--- src/rtl/klp_step_ctrl.sv ---
// klp_step_ctrl: execution-pace controller for the KLP32V1 core.
// Issues a one-cycle clock-enable pulse either from a free-running
// prescaler (run mode) or from a debounced push-button press (step mode),
// counts issued pulses and latches a sticky halt request.
module klp_step_ctrl #(
  parameter int DIV             = 50_000_000,
  parameter int DEBOUNCE_CYCLES = 500_000
) (
  input  logic        clk,
  input  logic        reset,
  input  logic        i_step_btn_n,
  input  logic        i_run_mode,
  input  logic        i_halt,
  output logic        o_cpu_en,
  output logic        o_running,
  output logic        o_halted,
  output logic [31:0] o_step_count
);

  localparam int DBW = $clog2(DEBOUNCE_CYCLES + 1);
  localparam int PW  = (DIV > 2) ? $clog2(DIV) : 1;
  localparam logic [DBW-1:0] DB_MAX = DBW'(DEBOUNCE_CYCLES);
  localparam logic [PW-1:0]  PS_MAX = PW'(DIV - 1);

  typedef enum logic [1:0] {
    ST_STEP = 2'd0,
    ST_RUN  = 2'd1,
    ST_HALT = 2'd2
  } state_t;

  logic           btn_s1_q, btn_s2_q;
  logic           run_s1_q, run_s2_q;
  logic           db_q, db_d, db_prev_q;
  logic [DBW-1:0] dbc_q, dbc_d;
  logic           step_req;
  state_t         state_q, state_d;
  logic [PW-1:0]  pre_q, pre_d;
  logic           en_q, en_d;
  logic           running_q, halted_q;
  logic [31:0]    cnt_q;

  // Two-flop synchronizers for the asynchronous button and mode switch
  always_ff @(posedge clk) begin
    if (reset) begin
      btn_s1_q <= 1'b1;
      btn_s2_q <= 1'b1;
      run_s1_q <= 1'b0;
      run_s2_q <= 1'b0;
    end else begin
      btn_s1_q <= i_step_btn_n;
      btn_s2_q <= btn_s1_q;
      run_s1_q <= i_run_mode;
      run_s2_q <= run_s1_q;
    end
  end

  // Debounce: count consecutive samples that differ from the accepted level;
  // once the count reaches the threshold the new level is taken
  always_comb begin
    db_d  = db_q;
    dbc_d = dbc_q;
    if (dbc_q == DB_MAX) begin
      db_d  = btn_s2_q;
      dbc_d = '0;
    end else if (btn_s2_q != db_q) begin
      dbc_d = dbc_q + DBW'(1);
    end else begin
      dbc_d = '0;
    end
  end

  // Debounced level, its delayed copy for edge detect, and the counter
  always_ff @(posedge clk) begin
    if (reset) begin
      db_q      <= 1'b1;
      db_prev_q <= 1'b1;
      dbc_q     <= '0;
    end else begin
      db_q      <= db_d;
      db_prev_q <= db_q;
      dbc_q     <= dbc_d;
    end
  end

  // Press only (released -> pressed); release is ignored
  assign step_req = db_prev_q & ~db_q;

  // Next state and pulse decision: halt beats mode change beats pulse
  always_comb begin
    state_d = state_q;
    pre_d   = '0;
    en_d    = 1'b0;
    case (state_q)
      ST_STEP: begin
        if (i_halt)        state_d = ST_HALT;
        else if (run_s2_q) state_d = ST_RUN;
        else               en_d    = step_req;
      end
      ST_RUN: begin
        if (i_halt)         state_d = ST_HALT;
        else if (!run_s2_q) state_d = ST_STEP;
        else if (pre_q == PS_MAX) en_d = 1'b1;
        else                pre_d = pre_q + PW'(1);
      end
      ST_HALT: state_d = ST_HALT;
      default: state_d = ST_STEP;
    endcase
  end

  // State, prescaler, registered enable and registered state decodes
  always_ff @(posedge clk) begin
    if (reset) begin
      state_q   <= ST_STEP;
      pre_q     <= '0;
      en_q      <= 1'b0;
      running_q <= 1'b0;
      halted_q  <= 1'b0;
    end else begin
      state_q   <= state_d;
      pre_q     <= pre_d;
      en_q      <= en_d;
      running_q <= (state_d == ST_RUN);
      halted_q  <= (state_d == ST_HALT);
    end
  end

  // Issued-instruction counter, wraps naturally at 32 bits
  always_ff @(posedge clk) begin
    if (reset) cnt_q <= '0;
    else       cnt_q <= cnt_q + {31'd0, en_q};
  end

  assign o_cpu_en     = en_q;
  assign o_running    = running_q;
  assign o_halted     = halted_q;
  assign o_step_count = cnt_q;

endmodule

--- config.mk ---
export PLATFORM = sky130hd
export DESIGN_NAME = klp_step_ctrl
export DESIGN_NICKNAME = d
export VERILOG_FILES = /design/src/rtl/klp_step_ctrl.sv
export SDC_FILE = /design/constraint.sdc
export NUM_CORES = 1
export LEC_CHECK = 0
export ABC_AREA = 1
export CAP_MARGIN = 20
export CELL_PAD_IN_SITES_DETAIL_PLACEMENT = 1
export CELL_PAD_IN_SITES_GLOBAL_PLACEMENT = 1
export CORE_UTILIZATION = 41
export DETAILED_ROUTE_END_ITERATION = 8
export PLACE_DENSITY = 0.86
export SYNTH_ARGS = -nofsm -noshare
export SYNTH_HDL_FRONTEND = slang
export SYNTH_SLANG_ARGS = --single-unit
--- constraint.sdc ---
create_clock -name clk -period 1.8 [get_ports clk]
set_input_delay 0.36 -clock clk [delete_from_list [all_inputs] [get_ports clk]]
set_output_delay 0.36 -clock clk [all_outputs]
set_load 0.02 [all_outputs]
---- Yosys cells after proc, flatten, opt, wreduce, memory -nomap -nowiden ----
Cells that the tools add are included.
word-level totals
  output and inout bits ................... 35
  input bits .............................. 5
  flip-flop bits (word level) ............. 88
cells by class
  bitwise gates (word level) .............. 5
  reductions and logical operators ........ 3
  mux-type cells .......................... 11
  $add $sub $neg .......................... 3
  equality and inequality tests ........... 7
operators by type and width
  cell                   number
  $add 32x1->32          1
  $add 26x1->26 const B  1
  $eq 26x26->1 const B   1
  $add 19x1->19 const B  1
  $eq 19x19->1 const B   1
  $mux 2                 4
  $pmux 2 s3             1
  $mux 1                 5
  $reduce_or 5->1        1
  $eq 2x1->1 const B     2
  $eq 2x2->1 const B     2
  $not 1->1              4
  $reduce_or 3->1        1
  $logic_not 2->1        1
  $pmux 1 s2             1
  $and 1x1->1            1
  $ne 1x1->1             1

---- Depth between registers and ports, before layout ----
  depth after elaboration ................. 5
  mapped depth ............................ 9
  gate-level depth less buffers ........... 9

---- Worst setup path before layout ----
OpenSTA, ideal clock, no wires.
  path kind ............................... register -> register
  start point ............................. register cnt_q[0] (netlist: o_step_count[0])
  end point ............................... register cnt_q[22] (netlist: o_step_count[22])
  slack ................................... 132 ps
  path buffers ............................ 0
  arrival time ............................ 1,555 ps
  cell stages (with the launch flop) ...... 10
  setup time .............................. 113 ps
  cells stage by stage .................... dfxtp_1 ha_1 ha_1 nand3_1 nor2_2 nand3_1 nor2_1 nand2_1 nand2_1 nor2_1
on the way
  cells in the longest elaborated chain, start to end .. 1
ends and longest elaborated chain
  element                   line  RTL
  start: declaration        40    logic [31:0] cnt_q;
  start signal: assignment  130   else cnt_q <= cnt_q + {31'd0, en_q};
  $add 32x1->32             130
No other way between the ends.
A chain may end at the register's enable or synchronous reset.

---- Worst setup path after layout ----
  start point ............................. register cnt_q[28] (netlist: o_step_count[28])
  end point ............................... output o_step_count[28]
RTL lines
  element           line  RTL
  end: declaration  17    output logic [31:0] o_step_count
No word-level cell between the ends.

==> impl_results.md <==
* Status: finished clean
* Vias at about 4,300
* Hold Path Origin: btn_s1_q
* Worst-path clk slew at approximately 0.09 ns
* Synth cell count leaders: nand2_1 (189), nor2_1 (146), dfxtp_1 (87)
* Cts bufs inserted at 9
* Wire length per cell at approximately 15 microns
* Setup WS pre-CTS at just under 0.008 ns
* CTS root buf: clkbuf_8
* Crit Path Class: register to primary output
* Clk buf depth at 2
* CP endpoint kind: primary output
* Fmax at 569 MHz
* Critical path launch point type: register
* Worst hold path depth at 1
* FF-to-FF setup slack at 0.15 ns
* Post-route worst setup slack at ~0.042 ns
* Die height at between 100 and 150 microns
* CP peak stage delay at roughly 0.63 ns
* Reg2Reg Capture Point: o_step_count[26]
* Fillers at around 1,400
* Area grow syn2layout at 19.1%
* Storage element area at around 1700 sq um
* Top post-synthesis cells by area: dfxtp_1 (40%), nand2_1 (16%), nor2_1 (12%), inv_1 (5.2%), a21oi_1 (4.2%)
* RSZ-0062 raised after global routing: no
* Gate Count Post-Synth at ~660
* Antenna violations before repair at 0
* Worst reg-to-reg path cell count at 8
* HPWL Detailed at ~9700 microns
* Multi-input logic area at between 2000 and 2500 sq um
* Worst Tran Pin Value at 0.379 ns
* Core footprint at 10,400 sq um
* Syn_area_per_cell at roughly 6.7 sq um
* Worst Hold Path EP: btn_s2_q
* Port Buffers at 39
* Initial Util at 0.423
* Chip width at ~110 microns
* GRT overflow at 0
* Adder-cell share of the synthesized area at 0.0143
* Net count, final at 718
* Placed Instance Area at 4950 sq um
* Final WL at roughly 13,000 microns
* Tot Pwr at approximately 3.5 mW
* Layout cell share with drive strength beyond 1 at 0.0785
* Final Max Slew Viols at 0
* Min cycle time layout at about 1.8 ns
* # DRC at 0
* CP Max Fanout at 5
* Cell with the most instances after synthesis: nand2_1
* Top delay family on crit path: buffers and inverters
* Number of cell rows at 37
* Slew headroom at 0.747
* FF+latch count, synth at between 80 and 90
* Post-Syn Area at 4390 sq um
* CTS tree: yes
* ANT nets after route at 0
* Ant diodes at 0
* Yosys warnings at 0
* Leakage power at 1.88 nW
* Gr usage total at 0.236
* P per Cell Area at 672 nW/um^2
* Post-synth top area cell: dfxtp_1
* Worst hold slack at 0.414 ns
* Final setup viols at 0
* Post-route cell area at 5230 sq um
* Period utilization at 0.976
* Die area at 11,100 sq um
* Routed vias/inst at 5.12
* DR iter-0 viols at between 150 and 200
* Primary FF master, synth: dfxtp_1
* Final setup TNS at 0 ns
* Io pins at 40
* Compound-Gate Fraction of Synth Area at 0.0673
* Syn Nets at 667
* Register area share after synthesis at 0.397
* MaxCap Viol Count at 0
* Post-Synth XOR/XNOR Area at 0.0439
* Critical-path cell list: clkdlybuf4s50_1
* Worst setup path start: o_step_count[28]
* Worst hold-check path type: register to register
* Crit path max-delay cell type: clkdlybuf4s50_1
* Total clock sinks at 87
* Final hold violation count at 0
* GP Congestion at around 0.9
* EDFF count, synth at 0
* FF-to-FF Start: o_cpu_en
* Clock latency of the later-clocked register in the worst-skew pair at approximately 0.37 ns
* Netlist cell types at 32
* Simple-Gate Fraction of Synth Area at 0.414
* Clk_skew at ~0.009 ns
* Post-CTS Hold Buffers at 0
* Critical Path RT at 1.44 ns
* Synth top area share at 0.397
* Largest family of logic cells by synthesized area: simple AND/OR/NAND/NOR gates
* First-pass GRT wire length at approximately 21,000 microns
* Vias in the first global route at approximately 4,600
* Arrival time worst endpoint at ~1.4 ns
* H-tree level count at 3
* Fraction of synthesized area in multiplexers at 0
* Worst vdd ir at approximately 0.00035 V
* Asr flop ratio synth at 0
* CP bufs+invs at 1
* Pre-antenna DRT Iters at 4
* Largest net degree at the start of global routing at 28
[area by class of cell]
| class | instances | share of cell area |
|---|---|---|
| Clock buffer | 9 | 0.0237 |
| Clock inverter | 7 | 0.0187 |
| Inverter | 62 | 0.0445 |
| Multi-Input combinational cell | 501 | 0.458 |
| Sequential cell | 87 | 0.333 |
| Tap cell | 136 | 0.0326 |
| Timing Repair Buffer | 47 | 0.0895 |
[cell families (layout without fill, tap and decap cells)]
logic type                 Yosys count  in the layout
DFF                                 87             87
adders and majority gates            5              5
buffers and inverters               69            125
and+or+nand+nor                    419            419
xor gates and xnor gates            22             22
AOI/OAI and AO/OA                   55             55
[registers in the layout, indices dropped and copies added, names as in the netlist]
| signal | cells |
|---|---|
| btn_s1_q | 1 |
| o_cpu_en | 1 |
| o_step_count | 32 |
| pre_q | 26 |
| run_s1_q | 1 |
| db_prev_q | 1 |
| btn_s2_q | 1 |
| db_q | 1 |
| o_running | 1 |
| dbc_q | 19 |
| state_q | 2 |
| run_s2_q | 1 |
[timing repair]
| action | in CTS | in global routing |
|---|---|---|
| pin swaps | 1 | 1 |
| endpoints found under the setup margin | 13 | 36 |
| resized for setup | 13 | 18 |
| buffers inserted | 0 | 1 |
[stage by stage]
step,utilization,instances
2_1_floorplan,-,657
3_3_place_gp,0.478,832
3_5_place_dp,0.478,832
4_1_cts,0.498,848
5_1_grt,0.504,849
6_report,0.504,849
[placed cells by master, fill, tap and decap left out, types with 3 or more instances in the layout]
cell,instances
nand4_1,13
nand3_1,18
nand3_2,4
nor2_2,9
nand3b_1,18
ha_1,4
o21ai_0,10
a21oi_1,37
clkdlybuf4s50_1,14
buf_4,8
xnor2_1,9
inv_1,61
xor2_1,13
or2_2,3
dfxtp_1,87
nor2_1,145
nor3_1,8
nor2_4,5
clkbuf_8,9
nand2_1,189
dlymetal6s2s_1,13
dlygate4sd2_1,12
[report_power, final]
group          internal, mW  total (mW)  leakage [nW]  switching, mW
Combinational        0.0228      0.0611          1.07         0.0383
Sequential             1.93        1.94         0.702        0.00532
Clock                 0.783        1.52         0.105          0.734
Total                  2.74        3.51          1.88          0.778
[worst max-delay path by stage]
stage / end / slack [ns] / cells after the start
3_3_place_gp: pre_q[14] / 0.05 / 6
4_1_cts: o_step_count[26] / 0.0006 / 8
5_1_grt: o_step_count[28] / 0.00005 / 1
3_5_place_dp: dbc_q[15] / 0.008 / 6
2_1_floorplan: o_step_count[22] / 0.13 / 9
6_report: o_step_count[28] / 0.04 / 1
[routing by layer]
layer	vias to the layer above	share of wire	wire (microns)	global-route usage
met5	-	0	0	0
li1	2167	-	-	-
met1	2090	0.46	5820	0.291
met3	24	0.024	298	0.0297
met2	68	0.49	6250	0.410
met4	0	0.021	268	0.109
(Power assumes the default switching activity.)
